**src/rtl/if_id_stage_pkg.sv**
```systemverilog
// Shared encodings for the IF/ID pipeline register and its hazard logic.
// Latency: n/a (types, constants and helpers only).
// Backpressure: n/a.
package if_id_stage_pkg;

  localparam int REG_W  = 5;
  localparam int DATA_W = 32;

  localparam logic [5:0] OP_NOP       = 6'h15;
  localparam logic [5:0] OP_RTYPE     = 6'h00;
  localparam logic [5:0] OP_FTYPE     = 6'h01;
  // Stores are identified by the three most significant opcode bits.
  localparam logic [2:0] OP_STORE_PFX = 3'b101;

  typedef enum logic {
    ST_RUN   = 1'b0,
    ST_STALL = 1'b1
  } state_t;

  // Decoded fetch fields carried through the IF/ID register.
  typedef struct packed {
    logic [5:0]        opcode;
    logic [5:0]        funct;
    logic [REG_W-1:0]  rs1;
    logic [REG_W-1:0]  rs2;
    logic [REG_W-1:0]  rd;
    logic [15:0]       imm;
    logic [DATA_W-1:0] pc8;
  } id_fields_t;

  // Register-register ALU/FPU ops and stores read rs2; everything else
  // treats the rs2 field as don't-care.
  function automatic logic uses_rs2(input logic [5:0] op);
    return (op == OP_RTYPE) || (op == OP_FTYPE) || (op[5:3] == OP_STORE_PFX);
  endfunction

endpackage

```
**src/rtl/if_id_stage_load_use_detect.sv**
```systemverilog
// Load-use compare between the instruction in IF/ID and a load in ID/EX.
// Latency: purely combinational.
// Backpressure: none; the caller masks the result with its FSM state.
module load_use_detect
  import if_id_stage_pkg::*;
(
  input  logic             d_valid,
  input  logic [5:0]       d_opcode,
  input  logic [REG_W-1:0] d_rs1,
  input  logic [REG_W-1:0] d_rs2,
  input  logic             ex_mem_read,
  input  logic [REG_W-1:0] ex_rd,
  output logic             hazard_raw
);

  logic rs1_match;
  logic rs2_match;

  // r0 is hardwired, so a load targeting it never creates a dependency.
  always_comb begin
    rs1_match  = (ex_rd == d_rs1);
    rs2_match  = uses_rs2(d_opcode) && (ex_rd == d_rs2);
    hazard_raw = d_valid && ex_mem_read && (ex_rd != '0) && (rs1_match || rs2_match);
  end

endmodule

```
**src/rtl/if_id_stage.sv**
```systemverilog
// IF/ID pipeline register with load-use stall, flush and external stall control.
// Latency: one cycle from f_* to d_*; pc_hold/id_bubble are combinational.
// Backpressure: ext_stall or a load-use hazard freezes IF/ID and holds the PC; flush wins over both.
// Optional: define IF_ID_PERF_CNT_EN to add saturating stall_cnt/flush_cnt outputs.
module if_id_stage
  import if_id_stage_pkg::*;
#(
  parameter logic [5:0] NOP_OPCODE = OP_NOP,
  parameter int         STALL_MAX  = 1
)
(
  input  logic              clk,
  input  logic              reset,
  input  logic [5:0]        f_opcode,
  input  logic [5:0]        f_function,
  input  logic [REG_W-1:0]  f_rs1,
  input  logic [REG_W-1:0]  f_rs2,
  input  logic [REG_W-1:0]  f_rd,
  input  logic [15:0]       f_imm,
  input  logic [DATA_W-1:0] f_pc8,
  input  logic              flush,
  input  logic              ext_stall,
  input  logic              ex_mem_read,
  input  logic [REG_W-1:0]  ex_rd,
  output logic              pc_hold,
  output logic              id_bubble,
  output logic              d_valid,
  output logic [5:0]        d_opcode,
  output logic [5:0]        d_function,
  output logic [REG_W-1:0]  d_rs1,
  output logic [REG_W-1:0]  d_rs2,
  output logic [REG_W-1:0]  d_rd,
  output logic [15:0]       d_imm,
  output logic [DATA_W-1:0] d_pc8
`ifdef IF_ID_PERF_CNT_EN
  ,
  output logic [31:0]       stall_cnt,
  output logic [31:0]       flush_cnt
`endif
);

  localparam int CW = (STALL_MAX > 1) ? $clog2(STALL_MAX) : 1;

  id_fields_t    id_q;
  id_fields_t    f_in;
  id_fields_t    bubble;
  state_t        state;
  state_t        state_nxt;
  logic [CW-1:0] cnt;
  logic [CW-1:0] cnt_nxt;
  logic          hazard_raw;
  logic          hazard;
  logic          load_en;

  assign f_in   = '{opcode: f_opcode, funct: f_function, rs1: f_rs1, rs2: f_rs2,
                    rd: f_rd, imm: f_imm, pc8: f_pc8};
  assign bubble = '{opcode: NOP_OPCODE, default: '0};

  load_use_detect u_load_use_detect (
    .d_valid     (d_valid),
    .d_opcode    (id_q.opcode),
    .d_rs1       (id_q.rs1),
    .d_rs2       (id_q.rs2),
    .ex_mem_read (ex_mem_read),
    .ex_rd       (ex_rd),
    .hazard_raw  (hazard_raw)
  );

  // Stall FSM state and stall-cycle counter.
  always_ff @(posedge clk or posedge reset) begin
    if (reset) begin
      state <= ST_RUN;
      cnt   <= '0;
    end else begin
      state <= state_nxt;
      cnt   <= cnt_nxt;
    end
  end

  // Next-state, IF/ID load enable and hold/bubble outputs by edge priority.
  always_comb begin
    state_nxt = state;
    cnt_nxt   = cnt;
    load_en   = 1'b0;
    hazard    = hazard_raw && (state == ST_RUN);
    pc_hold   = !flush && (ext_stall || hazard);
    id_bubble = !flush && !ext_stall && hazard;
    if (flush) begin
      state_nxt = ST_RUN;
      cnt_nxt   = '0;
    end else if (ext_stall) begin
      // Everything, including the stall counter, is frozen.
      state_nxt = state;
    end else if (hazard) begin
      state_nxt = ST_STALL;
      cnt_nxt   = '0;
    end else if (state == ST_STALL) begin
      if (cnt == CW'(STALL_MAX - 1)) begin
        state_nxt = ST_RUN;
        cnt_nxt   = '0;
        load_en   = 1'b1;
      end else begin
        cnt_nxt = cnt + CW'(1);
      end
    end else begin
      load_en = 1'b1;
    end
  end

  // IF/ID register: flush squashes to a bubble, otherwise load when enabled.
  always_ff @(posedge clk or posedge reset) begin
    if (reset) begin
      id_q    <= bubble;
      d_valid <= 1'b0;
    end else if (flush) begin
      id_q    <= bubble;
      d_valid <= 1'b0;
    end else if (load_en) begin
      id_q    <= f_in;
      d_valid <= 1'b1;
    end
  end

  assign d_opcode   = id_q.opcode;
  assign d_function = id_q.funct;
  assign d_rs1      = id_q.rs1;
  assign d_rs2      = id_q.rs2;
  assign d_rd       = id_q.rd;
  assign d_imm      = id_q.imm;
  assign d_pc8      = id_q.pc8;

`ifdef IF_ID_PERF_CNT_EN
  // Saturating event counters; only reset clears them.
  always_ff @(posedge clk or posedge reset) begin
    if (reset) begin
      stall_cnt <= '0;
      flush_cnt <= '0;
    end else begin
      if (pc_hold && (stall_cnt != 32'hFFFF_FFFF)) stall_cnt <= stall_cnt + 32'd1;
      if (flush && (flush_cnt != 32'hFFFF_FFFF))   flush_cnt <= flush_cnt + 32'd1;
    end
  end
`endif

endmodule

```
**config.mk**
```make
export PLATFORM = sky130hd
export DESIGN_NAME = if_id_stage
export DESIGN_NICKNAME = d
export VERILOG_FILES = /design/src/rtl/if_id_stage_pkg.sv /design/src/rtl/if_id_stage_load_use_detect.sv /design/src/rtl/if_id_stage.sv
export SDC_FILE = /design/constraint.sdc
export NUM_CORES = 1
export LEC_CHECK = 0
export CELL_PAD_IN_SITES_DETAIL_PLACEMENT = 2
export CELL_PAD_IN_SITES_GLOBAL_PLACEMENT = 2
export CORE_ASPECT_RATIO = 0.8
export CORE_MARGIN = 5
export CORE_UTILIZATION = 27
export DETAILED_ROUTE_END_ITERATION = 8
export GPL_TIMING_DRIVEN = 0
export HOLD_SLACK_MARGIN = 0.02
export MAX_ROUTING_LAYER = met4
export PLACE_DENSITY_LB_ADDON = 0.1
export SETUP_SLACK_MARGIN = 0.3
export SLEW_MARGIN = 20
export SYNTH_ARGS = -nofsm -noshare
export SYNTH_HDL_FRONTEND = slang
export SYNTH_SLANG_ARGS = --single-unit
```
**constraint.sdc**
```tcl
create_clock -name clk -period 4.6 [get_ports clk]
set_input_delay 0.46 -clock clk [delete_from_list [all_inputs] [get_ports clk]]
set_output_delay 0.46 -clock clk [all_outputs]
set_load 0.01 [all_outputs]
```
* Word-level counts from Yosys, hierarchy flattened
Index checks and enable logic that the tools add are counted.
Storage, ports and cells: register bits 78, word-level logic and storage cells 55, bits of input ports 85, output and inout bits 78
Cells by class: add/subtract/negate cells 1, reductions and logical operators 19, mux-type cells 19, eq/ne operators 5, bitwise logic cells 1
Operator list (count):
- 2-to-1 mux 75 bit | 2
- 2-to-1 mux 1 bit | 17
- == test 5 bit | 2
- logical AND 1 bit | 8
- == test 6 x 1 -> 1 bit (second input constant) | 1
- zero test 6 bit | 1
- nonzero test 5 bit | 1
- logical OR 1 bit | 4
- == test 3 bit (second input constant) | 1
- nonzero test 3 bit | 1
- zero test 1 bit | 2
- != test 2 bit (second input constant) | 1
- AND reduction 2 bit | 1
- nonzero test 2 bit | 1
- adder 1 bit (second input constant) | 1
- inverter 1 bit | 1

* Depth between registers and ports, before layout
depth in word-level cells 12, mapped depth 7, mapped depth without buffers 6

* Cells and area by module
From an unflattened synthesis, not the netlist that was laid out.
Second synthesis, totals: cells, all modules 355, area total of the unflattened synthesis 3932.5 um2
By module, submodules not included:
- if_id_stage | cells an instance 336, times used 1, area an instance 3783.6 um2
- load_use_detect | cells an instance 19, times used 1, area an instance 148.9 um2

* Worst setup path before layout
Ideal clock, no wire load.
path type register -> output, start point register id_q (netlist bit d_opcode[5]), end point output id_bubble, cell stages (with the launch flop) 8, data arrival time 1.967 ns, setup slack 2.173 ns, cell sequence dfrtp_1 or4_1 a211o_1 o22ai_4 buf_6 nand2_4 buf_6 nor2_1
On the way: cells in the longest elaborated chain, start to end 8, elaborated cells on any way between the ends 10, classes of those cells eq/ne (2); reduce/logical (8)
Ends and longest elaborated chain:
- from (decl) | line if_id_stage.sv:44 | id_fields_t id_q;
- from (signal assigned) | line if_id_stage.sv:113 | id_q <= bubble;
- from (signal assigned) | line if_id_stage.sv:116 | id_q <= bubble;
- from (signal assigned) | line if_id_stage.sv:119 | id_q <= f_in;
- == test 6 x 1 -> 1 bit / zero test 6 bit (equally long branches) | line if_id_stage_pkg.sv:34 | return (op == OP_RTYPE) || (op == OP_FTYPE) || (op[5:3] == OP_STORE_PFX);
- logical OR 1 bit | line if_id_stage_pkg.sv:34
- logical OR 1 bit * | line if_id_stage_pkg.sv:34
- logical AND 1 bit * | line if_id_stage_load_use_detect.sv:22 | rs2_match = uses_rs2(d_opcode) && (ex_rd == d_rs2);
- logical OR 1 bit * | line if_id_stage_load_use_detect.sv:23 | hazard_raw = d_valid && ex_mem_read && (ex_rd != '0) && (rs1_match || rs2_match);
- logical AND 1 bit * | line if_id_stage_load_use_detect.sv:23
- logical AND 1 bit * | line if_id_stage.sv:85 | hazard = hazard_raw && (state == ST_RUN);
- logical AND 1 bit * | line if_id_stage.sv:87 | id_bubble = !flush && !ext_stall && hazard;
- to (decl) | line if_id_stage.sv:26 | output logic id_bubble,
Mark *: on every way between the ends. The rest lies on a longest branch, timed or not.

* Worst setup path in the final report
start point input ex_rd[0], end point output pc_hold
On the way: cells in the longest elaborated chain, start to end 7, elaborated cells on any way between the ends 10, classes of those cells eq/ne (2); reduce/logical (8)
Ends and longest elaborated chain:
- from (decl) | line if_id_stage.sv:24 | input logic [REG_W-1:0] ex_rd,
- == test 5 bit | line if_id_stage_load_use_detect.sv:22
- logical AND 1 bit | line if_id_stage_load_use_detect.sv:22
- logical OR 1 bit | line if_id_stage_load_use_detect.sv:23
- logical AND 1 bit * | line if_id_stage_load_use_detect.sv:23
- logical AND 1 bit * | line if_id_stage.sv:85
- logical OR 1 bit * | line if_id_stage.sv:86 | pc_hold = !flush && (ext_stall || hazard);
- logical AND 1 bit * | line if_id_stage.sv:86
- to (decl) | line if_id_stage.sv:25 | output logic pc_hold,
Marked as above.

==> impl_metrics.env <==
export IMPL_crit_type="in -> out"
export IMPL_overflow=0
export IMPL_clk_path_buf_depth=2
export IMPL_crit_chain="clkdlybuf4s50_1 -> xor2_1 -> or4_1 -> o22ai_4 -> a21oi_1 -> inv_2 -> buf_2 -> clkdlybuf4s50_1"
export IMPL_hold_viol=0
export IMPL_critical_path_required_ns=4.14
export IMPL_ir_drop_mv=0.201
export IMPL_hold_buffers=0
export IMPL_synth_top_cell_area_share_pct=52.0
export IMPL_postLayoutCoreUtil_pct=44.7
export IMPL_synth_seq_cells=77
export IMPL_first_iter_violations=117
export IMPL_via_count=3250
export IMPL_period_minus_slack_ns=3.75
export IMPL_area_growth_pct=61.8
export IMPL_worst_pin_slew_ns=0.621
export IMPL_die_width_um=138
export IMPL_r2r_slack_ns=2.12
export IMPL_setup_violations=0
export IMPL_max_freq_ghz=0.267
export IMPL_nNetsFinal=551
export IMPL_yosysTopAreaCell="dfrtp_1"
export IMPL_end_kind="output port"
export IMPL_rr_worst_depth=6
export IMPL_cap_violations=0
export IMPL_synth_distinct_cells=26
export IMPL_slew_violations=0
export IMPL_wl_per_cell_um=20.6
export IMPL_htreeDepth=3
export IMPL_io_pins=163
export IMPL_skew_ns=0.00755
export IMPL_cts_setup_buffers=0
export IMPL_firstDrtPassIters=4
export IMPL_crit_fanout=10
export IMPL_synth_nets=379
export IMPL_cts_made_buffers=9
export IMPL_wirelength_um=13300
export IMPL_numPortBuffers=160
export IMPL_die_y_um=113
export IMPL_gp_congestion=0.735
export IMPL_grt_pass1_vias=3724
export IMPL_cp_startpoint="ex_rd[0]"
export IMPL_cts_tree="yes"
export IMPL_avgViaCountPerCell=5.03
export IMPL_multi_input_area_mm2=0.00146
export IMPL_dp_hpwl_um=9650
export IMPL_cts_repair_resized=0
export IMPL_seq_area_frac_synth_pct=54.2
export IMPL_grt_pass1_wl_um=21600
export IMPL_die_area_mm2=0.0156
export IMPL_start_util_pct=27.7
export IMPL_maxSlewHeadroom_pct=58.2
export IMPL_drive_gt1_share_pct=7.22
export IMPL_powerDensity_mw_per_mm2=327
export IMPL_syn_inst=294
export IMPL_hold_path_class="in -> async"
export IMPL_fin_crit_sh_pct=81.5
export IMPL_cts_num_sinks=77
export IMPL_critPathMaxStageDelay_ns=0.60
export IMPL_yosysWarnings=0
export IMPL_grt_setup_unrepaired="no"
export IMPL_antenna_found_initial=0
export IMPL_regArea_mm2=0.00193
export IMPL_power_leakage_nw=2.50
export IMPL_clockRootBuffer="clkbuf_16"
export IMPL_insertion_delay_ns=0.34
export IMPL_antennaDiodeCount=0
export IMPL_status="completed"
export IMPL_timing_rr_end="d_function[0]"
export IMPL_crit_arrival_ns=3.29
export IMPL_coreArea_mm2=0.0129
export IMPL_route_detailed_drc=0
export IMPL_synth_area_leaders="dfrtp_1, a221o_1, a22o_1"
export IMPL_startpoint_type="input port"
export IMPL_cts_clk_slew_worst_paths_ns=0.06
export IMPL_syn_area_per_cell_um2=12.1
export IMPL_path_common_cell="clkdlybuf4s50_1"
export IMPL_syn_cell_area_mm2=0.00356
export IMPL_cp_slowest_cell="clkdlybuf4s50_1"
export IMPL_fill_cells=1327
export IMPL_fin_setup_tns_ns=0
export IMPL_ant_nets=0
export IMPL_track_usage_pct=17.7
export IMPL_num_rows=37
export IMPL_grt_max_degree=50
export IMPL_r2r_start="d_opcode[5]"
-- cells in the final DEF (no fill, tap or decap), drive strengths merged --
cell type / n
a21boi: 1
xnor2: 5
a21oi: 2
inv: 3
nand3: 1
nor3b: 38
buf: 12
o22ai: 1
nor2: 3
o21ai: 1
clkdlybuf4s50: 160
nor2b: 1
clkinv: 1
clkbuf: 33
a22o: 34
nand2: 5
o22a: 3
dfrtp: 74
nor4: 1
xor2: 5
bufinv: 3
a211o: 2
a221o: 38
dfstp: 3
or4: 3
and3: 38
-- critical path: cells and delay by family --
family          cells  cell delay [ns]
simple gates        1             0.58
compound gates      2             0.51
xor+xnor            1             0.20
buf+inv             4             1.54
-- power by group --
part           leakage (nW)  total [W]  switching (W)  internal (W)
combinational          1.32   0.000306       0.000126      0.000179
sequential             1.02   0.000749      0.0000317      0.000717
clock                 0.167   0.000827       0.000282      0.000545
total                  2.50    0.00188       0.000440       0.00144
-- synth_stat cells --
cell type  count
nand2_1        4
buf_2          6
o22a_1         3
inv_1          2
or4_1          3
a21oi_1        2
a21boi_1       1
nor4_1         1
nor2_1         3
clkbuf_1      21
o21ai_0        1
dfrtp_1       74
xnor2_1        5
o22ai_4        1
buf_6          5
nand2_4        1
inv_2          1
nor2b_1        1
a211o_1        2
xor2_1         5
a221o_1       38
dfstp_2        3
nand3_1        1
nor3b_1       38
a22o_1        34
and3_1        38
-- through the flow --
step / area (um2) / hold WS (ns) / setup slack (ns) / power [W] / cells
6_report: 5760 / 0.475 / 0.852 / 0.00188 / 646
5_1_grt: 5760 / 0.507 / 0.696 / 0.00196 / 646
4_1_cts: 5760 / 0.475 / 0.799 / 0.00191 / 646
3_5_place_dp: 5420 / 0.485 / 0.839 / 0.00107 / 630
3_3_place_gp: 5380 / 0.467 / 0.543 / 0.00106 / 629
2_1_floorplan: 3560 / 0.450 / 2.17 / 0.000871 / 294
-- worst max path at each step --
| stage | cells past startpoint | endpoint |
|---|---|---|
| floorplan | 7 | id_bubble |
| global placement | 8 | pc_hold |
| detailed placement | 8 | pc_hold |
| CTS | 8 | pc_hold |
| global route | 9 | id_bubble |
| finish | 8 | pc_hold |
-- routing by layer --
layer  track usage [%]  wire length (um)
met5                 -                 0
met4              4.87               147
met3              4.06               502
met2              28.2              6470
met1              22.9              6190
-- flip-flops by register name, indices dropped and copies added (netlist names) --
signal	count
d_pc8	32
d_imm	16
d_function	6
d_opcode	6
d_rd	5
d_rs1	5
d_rs2	5
d_valid	1
state	1
-- area by class of cell --
class | count | area share (%)
multi-input cells | 182 | 25.3
clock buffers | 12 | 4.28
repair buffers | 161 | 28.3
inverters | 3 | 0.239
plain buffers | 32 | 2.87
clock inverters | 4 | 1.65
flip-flops and latches | 77 | 33.5
well taps | 175 | 3.80
-- cell families (layout without fill, tap and decap cells) --
kind of cell	count (synthesis)	count (layout)	share of synthesized area, %
simple gates	90	90	16.9
compound gates	82	82	21.5
flops	77	77	54.2
buf+inv	35	212	4.96
xor+xnor	10	10	2.46
No activity file was read; power rests on OpenSTA's default activity.
